### src/rtl/pipe_ctrl_pkg.sv
// rtl/pipe_ctrl_pkg.sv - shared jump-cause / hold-level encodings decoded by the PC stage
package pipe_ctrl_pkg;

    typedef enum logic [2:0] {
        JC_NO              = 3'd0,
        JC_NOCOND          = 3'd1,
        JC_PRED_NO_BUT_YES = 3'd2,
        JC_PRED_YES_BUT_NO = 3'd3,
        JC_INTERRUPT       = 3'd4,
        JC_EXCEPTION       = 3'd5
    } jump_cause_e;

    // Each level freezes its own stage and everything upstream of it.
    typedef enum logic [2:0] {
        HOLD_NO = 3'd0,
        HOLD_PC = 3'd1,
        HOLD_IF = 3'd2,
        HOLD_ID = 3'd3,
        HOLD_EX = 3'd4
    } hold_e;

    localparam int CNT_W = 3;

    function automatic logic is_mispred(input logic [2:0] cause);
        return (cause == JC_PRED_NO_BUT_YES) || (cause == JC_PRED_YES_BUT_NO);
    endfunction

endpackage

### src/rtl/pipe_ctrl_if.sv
// rtl/pipe_ctrl_if.sv - redirect/hold command bus from pipe_ctrl to the PC stage
interface pipe_ctrl_if #(
    parameter int ADDR_W = 32
);
    logic [2:0]        jump_cause;
    logic [ADDR_W-1:0] jump_from_addr;
    logic [ADDR_W-1:0] jump_to_addr;
    logic [2:0]        hold_flag;
    logic              flush;

    modport master (output jump_cause, jump_from_addr, jump_to_addr, hold_flag, flush);
    modport slave  (input  jump_cause, jump_from_addr, jump_to_addr, hold_flag, flush);
endinterface

### src/rtl/pipe_ctrl_stat.sv
// rtl/pipe_ctrl_stat.sv - saturating mispredict / redirect counter pair
module pipe_ctrl_stat (
    input  logic        clk,
    input  logic        rst,
    input  logic        clr_i,
    input  logic        mispred_i,
    input  logic        redirect_i,
    output logic [31:0] mispred_cnt_o,
    output logic [31:0] redirect_cnt_o
);
    logic [31:0] mispred_q, redirect_q;

    always_ff @(posedge clk or posedge rst) begin
        if (rst) begin
            mispred_q  <= '0;
            redirect_q <= '0;
        end else if (clr_i) begin
            mispred_q  <= '0;
            redirect_q <= '0;
        end else begin
            if (mispred_i && (mispred_q != '1))
                mispred_q <= mispred_q + 32'd1;
            if (redirect_i && (redirect_q != '1))
                redirect_q <= redirect_q + 32'd1;
        end
    end

    assign mispred_cnt_o  = mispred_q;
    assign redirect_cnt_o = redirect_q;
endmodule

### src/rtl/pipe_ctrl.sv
// rtl/pipe_ctrl.sv - redirect/stall arbiter and flush sequencer; PIPE_CTRL_STATS_EN adds counters
module pipe_ctrl
    import pipe_ctrl_pkg::*;
#(
    parameter int ADDR_W       = 32,
    parameter int FLUSH_CYCLES = 2
) (
    input  logic              clk,
    input  logic              rst,
    input  logic [2:0]        ex_jump_cause_i,
    input  logic [ADDR_W-1:0] ex_jump_from_addr_i,
    input  logic [ADDR_W-1:0] ex_jump_to_addr_i,
    input  logic              exc_req_i,
    input  logic [ADDR_W-1:0] exc_vector_i,
    input  logic              irq_req_i,
    input  logic [ADDR_W-1:0] irq_vector_i,
    output logic              irq_ack_o,
    input  logic              load_use_i,
    input  logic              bus_wait_i,
    input  logic              halt_req_i,
    input  logic              resume_req_i,
    output logic              halted_o,
    pipe_ctrl_if.master       cmd
`ifdef PIPE_CTRL_STATS_EN
    ,
    input  logic              stat_clr_i,
    output logic [31:0]       mispred_cnt_o,
    output logic [31:0]       redirect_cnt_o
`endif
);
    typedef enum logic [1:0] {ST_RUN = 2'd0, ST_FLUSH = 2'd1, ST_HALT = 2'd2} state_e;

    localparam logic [CNT_W-1:0] FLUSH_LOAD = CNT_W'(FLUSH_CYCLES - 1);

    state_e            state_q, state_d;
    logic [CNT_W-1:0]  cnt_q, cnt_d;
    logic              halt_pend_q, halt_pend_d;

    logic [2:0]        cause_c, hold_c;
    logic [ADDR_W-1:0] from_c, to_c;
    logic              ack_c;

    always_comb begin
        state_d     = state_q;
        cnt_d       = cnt_q;
        halt_pend_d = halt_pend_q;
        cause_c     = JC_NO;
        hold_c      = HOLD_NO;
        from_c      = '0;
        to_c        = '0;
        ack_c       = 1'b0;
        unique case (state_q)
            ST_RUN: begin
                if (exc_req_i) begin
                    cause_c = JC_EXCEPTION;
                    to_c    = exc_vector_i;
                    state_d = ST_FLUSH;
                    cnt_d   = FLUSH_LOAD;
                end else if (ex_jump_cause_i != JC_NO) begin
                    cause_c = ex_jump_cause_i;
                    from_c  = ex_jump_from_addr_i;
                    to_c    = ex_jump_to_addr_i;
                    state_d = ST_FLUSH;
                    cnt_d   = FLUSH_LOAD;
                end else if (irq_req_i && !bus_wait_i && !load_use_i) begin
                    cause_c = JC_INTERRUPT;
                    to_c    = irq_vector_i;
                    ack_c   = 1'b1;
                    state_d = ST_FLUSH;
                    cnt_d   = FLUSH_LOAD;
                end else if (halt_req_i && !bus_wait_i) begin
                    state_d = ST_HALT;
                    hold_c  = load_use_i ? HOLD_ID : HOLD_NO;
                end else if (bus_wait_i) begin
                    hold_c = HOLD_EX;
                end else if (load_use_i) begin
                    hold_c = HOLD_ID;
                end
            end
            ST_FLUSH: begin
                // Squashed EX results are ignored here; only exceptions may re-redirect.
                if (halt_req_i)
                    halt_pend_d = 1'b1;
                if (exc_req_i) begin
                    cause_c = JC_EXCEPTION;
                    to_c    = exc_vector_i;
                    cnt_d   = FLUSH_LOAD;
                end else if (cnt_q == '0) begin
                    state_d     = (halt_pend_q || halt_req_i) ? ST_HALT : ST_RUN;
                    halt_pend_d = 1'b0;
                end else begin
                    cnt_d = cnt_q - 1'b1;
                end
            end
            ST_HALT: begin
                hold_c = HOLD_EX;
                if (resume_req_i)
                    state_d = ST_RUN;
            end
            default: state_d = ST_RUN;
        endcase
    end

    always_ff @(posedge clk or posedge rst) begin
        if (rst) begin
            state_q     <= ST_RUN;
            cnt_q       <= '0;
            halt_pend_q <= 1'b0;
        end else begin
            state_q     <= state_d;
            cnt_q       <= cnt_d;
            halt_pend_q <= halt_pend_d;
        end
    end

    // Outputs are forced quiet while reset is asserted, even with live inputs.
    assign cmd.jump_cause     = rst ? JC_NO : cause_c;
    assign cmd.jump_from_addr = rst ? '0 : from_c;
    assign cmd.jump_to_addr   = rst ? '0 : to_c;
    assign cmd.hold_flag      = rst ? HOLD_NO : hold_c;
    assign cmd.flush          = !rst && (state_q == ST_FLUSH);
    assign halted_o           = !rst && (state_q == ST_HALT);
    assign irq_ack_o          = !rst && ack_c;

`ifdef PIPE_CTRL_STATS_EN
    pipe_ctrl_stat u_stat (
        .clk           (clk),
        .rst           (rst),
        .clr_i         (stat_clr_i),
        .mispred_i     (!rst && is_mispred(cause_c)),
        .redirect_i    (!rst && (cause_c != JC_NO)),
        .mispred_cnt_o (mispred_cnt_o),
        .redirect_cnt_o(redirect_cnt_o)
    );
`endif
endmodule

### src/flat_wrapper.sv
// flat-port wrapper written by rule: the top's interface ports become plain ports
module pipe_ctrl_flat import pipe_ctrl_pkg::*;
#(
    parameter int ADDR_W       = 32,
    parameter int FLUSH_CYCLES = 2
)
  (clk, rst, ex_jump_cause_i, ex_jump_from_addr_i, ex_jump_to_addr_i, exc_req_i, exc_vector_i, irq_req_i, irq_vector_i, irq_ack_o, load_use_i, bus_wait_i, halt_req_i, resume_req_i, halted_o, cmd_jump_cause, cmd_jump_from_addr, cmd_jump_to_addr, cmd_hold_flag, cmd_flush);
  pipe_ctrl_if #(.ADDR_W(ADDR_W)) cmd_i ();
  input  logic clk;
  input  logic rst;
  input  logic [2:0] ex_jump_cause_i;
  input  logic [ADDR_W-1:0] ex_jump_from_addr_i;
  input  logic [ADDR_W-1:0] ex_jump_to_addr_i;
  input  logic exc_req_i;
  input  logic [ADDR_W-1:0] exc_vector_i;
  input  logic irq_req_i;
  input  logic [ADDR_W-1:0] irq_vector_i;
  output logic irq_ack_o;
  input  logic load_use_i;
  input  logic bus_wait_i;
  input  logic halt_req_i;
  input  logic resume_req_i;
  output logic halted_o;
  output wire logic [$bits(cmd_i.jump_cause)-1:0] cmd_jump_cause;
  output wire logic [$bits(cmd_i.jump_from_addr)-1:0] cmd_jump_from_addr;
  output wire logic [$bits(cmd_i.jump_to_addr)-1:0] cmd_jump_to_addr;
  output wire logic [$bits(cmd_i.hold_flag)-1:0] cmd_hold_flag;
  output wire logic [$bits(cmd_i.flush)-1:0] cmd_flush;
  assign cmd_jump_cause = cmd_i.jump_cause;
  assign cmd_jump_from_addr = cmd_i.jump_from_addr;
  assign cmd_jump_to_addr = cmd_i.jump_to_addr;
  assign cmd_hold_flag = cmd_i.hold_flag;
  assign cmd_flush = cmd_i.flush;
  pipe_ctrl #(.ADDR_W(ADDR_W), .FLUSH_CYCLES(FLUSH_CYCLES)) u_core (.clk(clk), .rst(rst), .ex_jump_cause_i(ex_jump_cause_i), .ex_jump_from_addr_i(ex_jump_from_addr_i), .ex_jump_to_addr_i(ex_jump_to_addr_i), .exc_req_i(exc_req_i), .exc_vector_i(exc_vector_i), .irq_req_i(irq_req_i), .irq_vector_i(irq_vector_i), .irq_ack_o(irq_ack_o), .load_use_i(load_use_i), .bus_wait_i(bus_wait_i), .halt_req_i(halt_req_i), .resume_req_i(resume_req_i), .halted_o(halted_o), .cmd(cmd_i));
endmodule
### config.mk
export PLATFORM = sky130hd
export DESIGN_NAME = pipe_ctrl_flat
export DESIGN_NICKNAME = d
export VERILOG_FILES = /design/src/rtl/pipe_ctrl_pkg.sv /design/src/rtl/pipe_ctrl_if.sv /design/src/rtl/pipe_ctrl_stat.sv /design/src/rtl/pipe_ctrl.sv /design/src/flat_wrapper.sv
export SDC_FILE = /design/constraint.sdc
export NUM_CORES = 1
export LEC_CHECK = 0
export ABC_AREA = 0
export CAP_MARGIN = 30
export CORE_AREA = 2 2 83 85
export CTS_CLUSTER_SIZE = 28
export DETAILED_ROUTE_END_ITERATION = 16
export DIE_AREA = 0 0 85 87
export GPL_ROUTABILITY_DRIVEN = 0
export PLACE_DENSITY = 0.86
export RECOVER_POWER = 100
export SLEW_MARGIN = 15
export SYNTH_ARGS = -nofsm -noshare
export SYNTH_HDL_FRONTEND = slang
export SYNTH_SLANG_ARGS = --single-unit
### constraint.sdc
create_clock -name clk -period 3.92 [get_ports clk]
set_clock_uncertainty 0.1 [all_clocks]
set_input_delay 0.392 -clock clk [delete_from_list [all_inputs] [get_ports clk]]
set_output_delay 0.392 -clock clk [all_outputs]
set_load 0.005 [all_outputs]
==> reports/qor.yml <==
status: "finished, final reports clean"
worst_pin_slew_ns: 0.5759
diodes: 0
fin_tns_setup_ns: 0
synth_top_family_by_area: "simple AND/OR/NAND/NOR gates"
hold_viol: 0
rsz0062_at_grt: "false"
fmax_mhz: 284.0
r2r-start: "u_core.cnt_q[0]"
power_density_nw_per_um2: 211.8
p_comb_share_pct: 70.4
viasPerCell: 4.654
die_area_um2: 7395
dp_hpwl_um: 6306
power.leakage_nw: 1.506
worstSetupStartpoint: "exc_req_i"
drcViolationCount: 0
arrival_ns: 3.03
drt-met1-wl_um: 2667
die_h_um: 87
peakVddDrop_v: 0.0002345
htree_levels: 1
ant_nets: 0
routedWlPerCell_um: 15.91
synth_area_leaders: "and2_1, a221o_1, dfrtp_1"
ys_seq_elements: 6
yosysTopAreaCell: "and2_1"
synthAdderAreaFrac_pct: 1.799
row_count: 30
syn_area_per_cell_um2: 8.042
clk_pin_slew_worst_paths_ns: 0.03
fp.dieW_um: 85
muxShareOfSynthArea_pct: 0
preCtsSetupSlack_ns: 0.6501
netlist_instances: 173
port_buffers: 211
crit_fanout: 19
pwr-share-clk_pct: 12.1
cts_buffers: 3
yosysTopAreaCellShare_pct: 28.78
slew-limit-headroom_pct: 61.31
vias: 2122
gr-usage-all-layers_pct: 17.72
maxSlewViolCount: 0
routed.top_layer: "met4"
first_pass_iters: 4
grt_pass1_wl_um: 10610
syn_nets: 314
final_nets: 519
ff_latch_area_um2: 150.1
multi_input_area_um2: 1076
ctsRootBufferMaster: "clkbuf_8"
yosysUniqueCellTypes: 36
fill_cells: 605
antenna_found_initial: 0
fin_ws_ns: 0.3984
num_io_pins: 212
seq_area_frac_synth_pct: 10.79
postCtsSetupRepairBufs: 0
overflow: 0
grt_pass1_vias: 2093
syn_to_final_growth_pct: 154.8
synth-simple-area-share_pct: 43.44
power_frac_seq_pct: 17.5
wirelength_um: 7257
power_switching_mw: 0.2497
yosys_warnings: 0
swShare_pct: 33.25
worst_setup_path_end_kind: "output pin"
core_region_area_um2: 6569
layout_common_cells: "clkdlybuf4s50_1, and2_1, dlygate4sd3_1"
post_cts_resized: 0
finalSetupViolCount: 0
start_util_pct: 21.18
cts_sinks: 6
drive_gt1_share_pct: 6.915
path_class: "in -> out"
hold_class: "reg -> reg"
fin_crit_sh_pct: 89.84
critical_path.startpoint_type: "input port"
clockBufferDepth: 2
drt_iter0_markers: 37
cap_violations: 0
final.min_clock_period_ns: 3.522
cts_tree: "done"
synth-compound-area-share_pct: 32.01
synth_xor_area_share_pct: 0
layout_commonest_cell: "clkdlybuf4s50_1"
grt_max_degree: 51
route.met3.wl_um: 624
clk_latency_ns: 0.22
netlist_area_um2: 1391
crit_required_ns: 3.43
cellInternalPower_mw: 0.5012
postCtsHoldBufs: 0
dr_wl_met2_um: 3823
hp-start: "u_core.cnt_q[1]"
-- cells in the mapped netlist --
master and n:
and3b_1 1, inv_1 6, buf_4 1, nor3_1 3, nand2b_1 1, nor2_4 1
o21bai_1 2, and3_1 2, nor4b_1 1, or3b_2 1, a221o_2 10, nand4_1 2
nor2b_1 3, or3_1 1, ha_1 2, nor2_1 4, nor3_4 1, a31oi_1 2
a221o_1 22, nor4_1 2, clkbuf_1 5, or4_4 1, o41ai_1 2, a21oi_1 3
o31a_1 1, or2b_1 1, a221oi_1 1, nand2_1 2, and2_1 64, a31o_2 3
nor3b_1 2, nand3_1 2, dfrtp_1 6, a22o_1 1, buf_6 10, buf_2 1
-- per-layer routing --
| metal | track usage [%] | vias up |
|---|---|---|
| li1 | - | 1055 |
| met1 | 19.75 | 945 |
| met2 | 33.31 | 112 |
| met3 | 4.360 | 10 |
| met4 | 4.906 | 0 |
| met5 | 0 | - |
-- through the flow --
| stage | hold WS [ns] | instance area [um2] | util (%) | std cells | power [mW] |
|---|---|---|---|---|---|
| 2_1_floorplan | 0.08852 | 1391 | - | 173 | 0.3723 |
| 3_3_place_gp | 0.4249 | 3510 | 53.43 | 453 | 0.6720 |
| 3_5_place_dp | 0.4436 | 3510 | 53.43 | 453 | 0.6799 |
| 4_1_cts | 0.4509 | 3551 | 54.06 | 456 | 0.7758 |
| 5_1_grt | 0.4640 | 3545 | 53.96 | 456 | 0.8172 |
| 6_report | 0.4470 | 3545 | 53.96 | 456 | 0.7509 |
-- cell type report --
class,instances,area share [%]
sequential,6,4.236
multi-input combinational,144,30.36
inverter,6,0.6354
timing repair buffer,217,60.78
tap,80,2.824
clock buffer,3,1.165
-- critical path: stages --
cell             delay [ns]
dlygate4sd3_1          0.66
or4_1                  0.66
nor3_4                 0.17
clkbuf_2               0.40
a221o_1                0.24
clkdlybuf4s50_1        0.50
-- power groups by stage --
stage | sequential, mW | combinational [mW] | clock (mW)
final | 0.131 | 0.529 | 0.0910
after global routing | 0.137 | 0.581 | 0.100
after detailed placement | 0.131 | 0.549 | 0
after global placement | 0.129 | 0.543 | 0
after CTS | 0.130 | 0.551 | 0.0942
after floorplan | 0.101 | 0.271 | 0
-- state kept, by name, summed over array words and instances (netlist names) --
register and count:
u_core.cnt_q 3, u_core.state_q 2, u_core.halt_pend_q 1
-- cell families (layout without fill, tap and decap cells) --
family | after synthesis | after routing
and+or+nand+nor | 95 | 95
AOI/OAI and AO/OA | 47 | 47
buffers and inverters | 23 | 226
DFF | 6 | 6
adders and majority gates | 2 | 2
-- worst paths after layout --
kind | cells after the start | to | slack, ns
min in group asynchronous | 2 | u_core.halt_pend_q | 0.57
min | 1 | u_core.cnt_q[1] | 0.45
min reg2reg | 1 | u_core.cnt_q[1] | 0.45
max in group asynchronous | 2 | u_core.state_q[0] | 2.94
max | 6 | cmd_jump_to_addr[9] | 0.40
max reg2reg | 5 | u_core.cnt_q[1] | 2.37
(Power assumes the default switching activity.)
